`config.mk`:
```
export PLATFORM = sky130hd
export DESIGN_NAME = spi_slave
export DESIGN_NICKNAME = d
export VERILOG_FILES = /design/src/rtl/spi_pkg.sv /design/src/rtl/spi_sync_edge.sv /design/src/rtl/spi_slave.sv
export SDC_FILE = /design/constraint.sdc
export NUM_CORES = 1
export LEC_CHECK = 0
export BUFFER_PORTS_ARGS = -buffer_cell sky130_fd_sc_hd__buf_2
export CAP_MARGIN = 10
export CORE_MARGIN = 1
export CORE_UTILIZATION = 35
export CTS_CLUSTER_DIAMETER = 40
export DETAILED_ROUTE_END_ITERATION = 6
export SLEW_MARGIN = 0
export SYNTH_ARGS = -nofsm -noshare
export SYNTH_HDL_FRONTEND = slang
export SYNTH_SLANG_ARGS = --single-unit
```
`constraint.sdc`:
```
create_clock -name pclk_i -period 7.1 [get_ports pclk_i]
set_input_delay 0.71 -clock pclk_i [delete_from_list [all_inputs] [get_ports pclk_i]]
set_output_delay 0.71 -clock pclk_i [all_outputs]
set_load 0.02 [all_outputs]
```
`src/rtl/spi_pkg.sv`:
```
// Shared definitions for the SPI target: register map, bit positions and FSM encoding.
package spi_pkg;

    localparam int NUM_DATA_DEF = 5;

    localparam logic [7:0] ADDR_CTRL   = 8'h00;
    localparam logic [7:0] ADDR_TX0    = 8'h01;
    localparam logic [7:0] ADDR_STATUS = 8'h08;
    localparam logic [7:0] ADDR_RX0    = 8'h10;

    localparam int CTRL_EN     = 0;
    localparam int CTRL_IRQ_EN = 1;
    localparam int CTRL_CLR    = 2;

    localparam int STAT_BUSY      = 0;
    localparam int STAT_DONE      = 1;
    localparam int STAT_OVERRUN   = 2;
    localparam int STAT_PARTIAL   = 3;
    localparam int STAT_COUNT_LSB = 4;

    typedef enum logic [1:0] {
        S_IDLE   = 2'd0,
        S_ACTIVE = 2'd1,
        S_ABORT  = 2'd2
    } state_e;

    function automatic logic [2:0] sat_inc3(input logic [2:0] v);
        return (v == 3'd7) ? 3'd7 : v + 3'd1;
    endfunction

endpackage

```
`src/rtl/spi_sync_edge.sv`:
```
// Two-flop synchronizer for an SPI pad with single-cycle rise/fall pulses
// taken against a third flop.
module spi_sync_edge #(
    parameter logic RST_VAL = 1'b1
) (
    input  logic pclk_i,
    input  logic presetn_i,
    input  logic async_i,
    output logic sync_o,
    output logic rise_o,
    output logic fall_o
);

    logic meta_r;
    logic sync_r;
    logic prev_r;

    // Synchronizer chain plus history flop for edge detection
    always_ff @(posedge pclk_i or negedge presetn_i) begin
        if (!presetn_i) begin
            meta_r <= RST_VAL;
            sync_r <= RST_VAL;
            prev_r <= RST_VAL;
        end else begin
            meta_r <= async_i;
            sync_r <= meta_r;
            prev_r <= sync_r;
        end
    end

    assign sync_o = sync_r;
    assign rise_o = sync_r & ~prev_r;
    assign fall_o = ~sync_r & prev_r;

endmodule

```
`src/rtl/spi_slave.sv`:
```
// APB-programmable SPI target (CPOL=1, CPHA=1, MSB first) capturing an
// instruction byte plus NUM_DATA data bytes per chip-select frame.
module spi_slave
    import spi_pkg::*;
#(
    parameter int NUM_DATA = NUM_DATA_DEF
) (
    input  logic       pclk_i,
    input  logic       presetn_i,
    input  logic [7:0] paddr_i,
    input  logic       psel_i,
    input  logic       penable_i,
    input  logic       pwrite_i,
    input  logic [7:0] pwdata_i,
    output logic [7:0] prdata_o,
    output logic       pready_o,
    output logic       pslverr_o,
    input  logic       sclk_i,
    input  logic       cs_n_i,
    input  logic       mosi_i,
    output logic       miso_o,
    output logic       miso_oe_o,
    output logic       irq_o
);

    localparam logic [2:0] LAST_SLOT    = 3'(NUM_DATA);
    localparam logic [7:0] TX_LAST_ADDR = ADDR_TX0 + 8'(NUM_DATA);
    localparam logic [7:0] RX_LAST_ADDR = ADDR_RX0 + 8'(NUM_DATA);

    logic [7:0] tx_r [0:NUM_DATA];
    logic [7:0] rx_r [0:NUM_DATA];
    logic       en_r;
    logic       irq_en_r;
    state_e     state_r;
    logic [7:0] tx_shift_r;
    logic [6:0] rx_shift_r;
    logic [2:0] bit_cnt_r;
    logic [2:0] slot_r;
    logic [2:0] count_r;
    logic       done_r;
    logic       overrun_r;
    logic       partial_r;
    logic       miso_r;
    logic       miso_oe_r;
    logic       irq_r;

    logic sclk_lvl_s, sclk_rise_s, sclk_fall_s;
    logic cs_lvl_s, cs_rise_s, cs_fall_s;
    logic mosi_s, mosi_rise_s, mosi_fall_s;
    logic unused_s;

    logic       busy_s;
    logic       access_s;
    logic       wr_s;
    logic       clr_s;
    logic       is_ctrl_s, is_tx_s, is_status_s, is_rx_s, mapped_s;
    logic [2:0] tx_idx_s;
    logic [2:0] rx_idx_s;
    logic [7:0] status_s;

    spi_sync_edge #(.RST_VAL(1'b1)) u_sclk_sync (
        .pclk_i    (pclk_i),
        .presetn_i (presetn_i),
        .async_i   (sclk_i),
        .sync_o    (sclk_lvl_s),
        .rise_o    (sclk_rise_s),
        .fall_o    (sclk_fall_s)
    );

    spi_sync_edge #(.RST_VAL(1'b1)) u_cs_sync (
        .pclk_i    (pclk_i),
        .presetn_i (presetn_i),
        .async_i   (cs_n_i),
        .sync_o    (cs_lvl_s),
        .rise_o    (cs_rise_s),
        .fall_o    (cs_fall_s)
    );

    // MOSI shares the sclk synchronizer depth so samples line up with sclk edges
    spi_sync_edge #(.RST_VAL(1'b1)) u_mosi_sync (
        .pclk_i    (pclk_i),
        .presetn_i (presetn_i),
        .async_i   (mosi_i),
        .sync_o    (mosi_s),
        .rise_o    (mosi_rise_s),
        .fall_o    (mosi_fall_s)
    );

    assign unused_s = &{1'b0, sclk_lvl_s, mosi_rise_s, mosi_fall_s};

    assign busy_s   = (state_r == S_ACTIVE);
    assign access_s = psel_i & penable_i;
    assign wr_s     = access_s & pwrite_i;
    assign pready_o = 1'b1;
    assign tx_idx_s = paddr_i[2:0] - 3'd1;
    assign rx_idx_s = paddr_i[2:0];
    assign status_s = {1'b0, count_r, partial_r, overrun_r, done_r, busy_s};

    // Address decode
    always_comb begin
        is_ctrl_s   = (paddr_i == ADDR_CTRL);
        is_tx_s     = (paddr_i >= ADDR_TX0) && (paddr_i <= TX_LAST_ADDR);
        is_status_s = (paddr_i == ADDR_STATUS);
        is_rx_s     = (paddr_i >= ADDR_RX0) && (paddr_i <= RX_LAST_ADDR);
        mapped_s    = is_ctrl_s | is_tx_s | is_status_s | is_rx_s;
        clr_s       = wr_s & is_ctrl_s & pwdata_i[CTRL_CLR];
    end

    // Error response: unmapped, RO write, or TX write during a frame
    always_comb begin
        pslverr_o = 1'b0;
        if (access_s) begin
            pslverr_o = ~mapped_s
                      | (pwrite_i & (is_status_s | is_rx_s))
                      | (pwrite_i & is_tx_s & busy_s);
        end else begin
            pslverr_o = 1'b0;
        end
    end

    // Combinational read mux, zero outside a read access
    always_comb begin
        prdata_o = 8'h00;
        if (psel_i && !pwrite_i) begin
            if (is_ctrl_s) begin
                prdata_o = {6'b0, irq_en_r, en_r};
            end else if (is_tx_s) begin
                prdata_o = tx_r[tx_idx_s];
            end else if (is_status_s) begin
                prdata_o = status_s;
            end else if (is_rx_s) begin
                prdata_o = rx_r[rx_idx_s];
            end else begin
                prdata_o = 8'h00;
            end
        end else begin
            prdata_o = 8'h00;
        end
    end

    // APB-writable control and TX registers
    always_ff @(posedge pclk_i or negedge presetn_i) begin
        if (!presetn_i) begin
            en_r     <= 1'b0;
            irq_en_r <= 1'b0;
            for (int i = 0; i <= NUM_DATA; i++) begin
                tx_r[i] <= 8'h00;
            end
        end else if (wr_s) begin
            if (is_ctrl_s) begin
                en_r     <= pwdata_i[CTRL_EN];
                irq_en_r <= pwdata_i[CTRL_IRQ_EN];
            end else if (is_tx_s && !busy_s) begin
                tx_r[tx_idx_s] <= pwdata_i;
            end
        end
    end

    // Frame FSM; CLR is applied first so a same-cycle frame event overrides it
    always_ff @(posedge pclk_i or negedge presetn_i) begin
        if (!presetn_i) begin
            state_r    <= S_IDLE;
            tx_shift_r <= 8'h00;
            rx_shift_r <= 7'h00;
            bit_cnt_r  <= 3'd0;
            slot_r     <= 3'd0;
            count_r    <= 3'd0;
            done_r     <= 1'b0;
            overrun_r  <= 1'b0;
            partial_r  <= 1'b0;
            for (int i = 0; i <= NUM_DATA; i++) begin
                rx_r[i] <= 8'h00;
            end
        end else begin
            if (clr_s) begin
                done_r    <= 1'b0;
                overrun_r <= 1'b0;
                partial_r <= 1'b0;
                count_r   <= 3'd0;
            end
            case (state_r)
                S_IDLE: begin
                    if (en_r && cs_fall_s) begin
                        state_r    <= S_ACTIVE;
                        count_r    <= 3'd0;
                        done_r     <= 1'b0;
                        overrun_r  <= 1'b0;
                        partial_r  <= 1'b0;
                        tx_shift_r <= tx_r[0];
                        bit_cnt_r  <= 3'd0;
                        slot_r     <= 3'd0;
                    end
                end
                S_ACTIVE: begin
                    if (cs_rise_s) begin
                        state_r   <= S_IDLE;
                        done_r    <= 1'b1;
                        partial_r <= (bit_cnt_r != 3'd0);
                    end else if (!en_r) begin
                        state_r <= S_ABORT;
                    end else begin
                        if (sclk_rise_s) begin
                            rx_shift_r <= {rx_shift_r[5:0], mosi_s};
                            bit_cnt_r  <= bit_cnt_r + 3'd1;
                            if (bit_cnt_r == 3'd7) begin
                                if (slot_r <= LAST_SLOT) begin
                                    rx_r[slot_r] <= {rx_shift_r, mosi_s};
                                end else begin
                                    overrun_r <= 1'b1;
                                end
                                slot_r  <= sat_inc3(slot_r);
                                count_r <= sat_inc3(count_r);
                            end
                        end
                        if (sclk_fall_s) begin
                            if (bit_cnt_r == 3'd0) begin
                                tx_shift_r <= (slot_r <= LAST_SLOT) ? tx_r[slot_r] : 8'hFF;
                            end else begin
                                tx_shift_r <= {tx_shift_r[6:0], 1'b1};
                            end
                        end
                    end
                end
                S_ABORT: begin
                    if (cs_lvl_s) begin
                        state_r <= S_IDLE;
                    end
                end
                default: begin
                    state_r <= S_IDLE;
                end
            endcase
        end
    end

    // Registered pad-facing outputs
    always_ff @(posedge pclk_i or negedge presetn_i) begin
        if (!presetn_i) begin
            miso_r    <= 1'b1;
            miso_oe_r <= 1'b0;
            irq_r     <= 1'b0;
        end else begin
            miso_r    <= busy_s ? tx_shift_r[7] : 1'b1;
            miso_oe_r <= busy_s;
            irq_r     <= done_r & irq_en_r;
        end
    end

    assign miso_o    = miso_r;
    assign miso_oe_o = miso_oe_r;
    assign irq_o     = irq_r;

endmodule
```
==> impl_metrics.env <==
export IMPL_status="finished, final reports clean"
export IMPL_hpwl_um=12900
export IMPL_required_ns=6.39
export IMPL_nets=641
export IMPL_hold_path_class="in2async"
export IMPL_postRouteAntennaNets=0
export IMPL_antenna_found_initial=0
export IMPL_syn_num_nets=613
export IMPL_drtIter0Drc=413
export IMPL_syn_area_um2=7090
export IMPL_cp_max_fo=32
export IMPL_min_period_ns=4.50
export IMPL_yosysMostFrequentCell="dfrtp_1"
export IMPL_track_usage_pct=18.8
export IMPL_reg2reg_setup_slack_ns=3.71
export IMPL_ctsHoldBuffers=0
export IMPL_path_clk_slew_ns=0.06
export IMPL_rows=51
export IMPL_fin_skew_ns=0.00793
export IMPL_crit_path_end_kind="output port"
export IMPL_dr_pass1_iters=5
export IMPL_r2r_end="rx_r[5]$_DFFE_PN0P_"
export IMPL_multi_input_area_um2=3440
export IMPL_path_class="in2out"
export IMPL_avgSynthCellArea_um2=12.2
export IMPL_initial_core_util_pct=36.1
export IMPL_drv_slew=0
export IMPL_finalHoldViolations=0
export IMPL_relSlewSlack_pct=35.7
export IMPL_cts_root_buf="clkbuf_16"
export IMPL_syn2layout_area_growth_pct=13.4
export IMPL_cap_violations=0
export IMPL_die_height_um=144
export IMPL_diodes=0
export IMPL_tns_ns=0
export IMPL_clockBufferDepth=2
export IMPL_synth_warnings=0
export IMPL_synth_area_leader_cell="dfrtp_1"
export IMPL_io_buffers=35
export IMPL_wire_per_inst_um=20.5
export IMPL_worstSkewPairLatency_ns=0.42
export IMPL_synth_common_cells="dfrtp_1 (129), mux2_2 (107), nand2_1 (37), mux2i_1 (31), nor2_1 (29)"
export IMPL_power_density_nw_per_um2=216
export IMPL_drc=0
export IMPL_synth_area_leaders="dfrtp_1 (46%), mux2_2 (17%), mux2i_1 (4.4%), dfstp_2 (3.3%), mux4_2 (3.2%)"
export IMPL_dieArea_um2=20800
export IMPL_final_cells=886
export IMPL_ys_ff_latch=138
export IMPL_gp_congestion=0.919
export IMPL_start_kind="input pin"
export IMPL_grt_max_degree=76
export IMPL_arrival_ns=3.79
export IMPL_p_total_uw=1740
export IMPL_startpoint="paddr_i[0]"
export IMPL_dp_cells=854
export IMPL_final_layout_size_suffix_gt1_share_pct=34.3
export IMPL_final_fill_count=1872
export IMPL_max_freq_mhz=222
export IMPL_postCtsSetupBuffers=0
export IMPL_peakVddDrop_mv=0.105
export IMPL_cts_sinks=138
export IMPL_place_ws_ns=2.69
export IMPL_core_area_um2=19700
export IMPL_fin_crit_sh_pct=63.4
export IMPL_cts_tree="yes"
export IMPL_placed_cell_area_um2=7480
export IMPL_routed_via_density=5.56
export IMPL_rr_worst_depth=6
export IMPL_synth_top_area_share_pct=45.5
export IMPL_routed_wl_um=18200
export IMPL_gr_total_overflow=0
export IMPL_grt_pass1_vias=5110
export IMPL_endpoint="prdata_o[5]"
export IMPL_ys_flop_type="dfrtp_1"
export IMPL_cts_buffers=17
export IMPL_via_count=4925
export IMPL_design_area_um2=8050
export IMPL_grt_pass1_wl_um=28800
export IMPL_final_seq_area_um2=3460
export IMPL_cts_htree_levels=4
export IMPL_r2r_start="state_r[1]$_DFFE_PN0P_"
export IMPL_yosysUniqueCellTypes=55
export IMPL_synth_sequential_area_ratio_pct=48.8
export IMPL_synthArstFlopShare_pct=100
export IMPL_setup_viol=0
export IMPL_tightest_slew_ns=0.965
export IMPL_rsz0062_at_grt="no"
export IMPL_setup_ws_ns=2.60
export IMPL_post_cts_resize_count=0
export IMPL_io_pins=37
export IMPL_fp_dieW_um=144
export IMPL_synth_edf_count=0
export IMPL_p_leak_uw=0.00372
export IMPL_synthCells=580
-- stage by stage --
stage	hold WS, ns	util, %
global route	0.287	40.9
CTS	0.272	40.9
detailed placement	0.347	38.1
finish	0.257	40.9
floorplan	0.345	-
global placement	0.347	38.1
-- critical path, cell delays in order --
cell and delay [ns]:
buf_2 0.09, buf_4 0.28, inv_1 0.24, ha_1 0.32
nor4bb_1 0.76, nand2_1 0.15, nor3b_1 0.17, a2111oi_0 0.66
or3_1 0.22, buf_2 0.17
-- layout by cell type (no fill, tap or decap), types with 6 or more instances in the layout --
cell type  instances
dfrtp_1          129
mux2_2           107
nand2_1           37
buf_2             34
mux2i_1           31
nor2_1            29
nand3_1           19
clkbuf_16         17
a21oi_1           16
o21ai_0           13
nor2b_1           12
nor3_1            12
mux4_2            10
inv_1              9
o22ai_1            9
ha_1               9
dfstp_2            9
nand2b_1           8
o311ai_0           8
mux2_4             8
a221oi_1           7
a22oi_1            7
nor3b_1            6
or3_1              6
-- cell type report --
class | count | share of cell area, %
timing repair buffer | 38 | 2.53
clock buffer | 17 | 5.29
inverter | 10 | 0.466
multi-input combinational | 403 | 42.8
tap | 265 | 4.12
clock inverter | 15 | 1.76
sequential | 138 | 43.1
-- worst min path at each step --
stage / from / endpoint / slack [ns] / depth (start not counted)
final: presetn_i / tx_r[43]$_DFFE_PN0P_ / 0.26 / 1
after global routing: presetn_i / tx_r[43]$_DFFE_PN0P_ / 0.29 / 1
after CTS: presetn_i / tx_r[43]$_DFFE_PN0P_ / 0.27 / 1
after detailed placement: u_cs_sync.meta_r$_DFF_PN1_ / u_cs_sync.sync_o$_DFF_PN1_ / 0.35 / 0
after global placement: u_sclk_sync.meta_r$_DFF_PN1_ / u_sclk_sync.sync_o$_DFF_PN1_ / 0.35 / 0
after floorplan: u_cs_sync.meta_r$_DFF_PN1_ / u_cs_sync.sync_o$_DFF_PN1_ / 0.35 / 0
-- flip-flops by register name, indices dropped and copies added, names as in the netlist, 2 cells and up --
name / count
state_r: 2
tx_r: 48
tx_shift_r: 8
rx_r: 48
count_r: 3
slot_r: 3
bit_cnt_r: 3
rx_shift_r: 7
-- report_power, final --
group,internal (uW),switching [uW]
clock network,488,364
logic,27.0,56.6
registers,797,7.91
total,1310,429
-- layer usage --
layer / global-route usage, % / vias up / part of all wire [%]
met2: 29.3 / 168 / 47
met3: 4.27 / 31 / 5.8
met5: 0 / - / 0
met1: 25.4 / 2516 / 45
met4: 7.26 / 0 / 2.2
li1: - / 2210 / -
-- kinds of logic (layout without fill, tap and decap cells) --
| logic type | Yosys count | after routing | synth area share (%) |
|---|---|---|---|
| buf+inv | 39 | 80 | 2.63 |
| mux | 159 | 159 | 27.3 |
| flops | 138 | 138 | 48.8 |
| fa+ha+maj | 9 | 9 | 1.59 |
| simple gates | 153 | 153 | 11.7 |
| compound gates | 79 | 79 | 7.59 |
| xor+xnor | 2 | 2 | 0.247 |
| other cells | 1 | 1 | 0.0529 |
(Power assumes the default switching activity.)
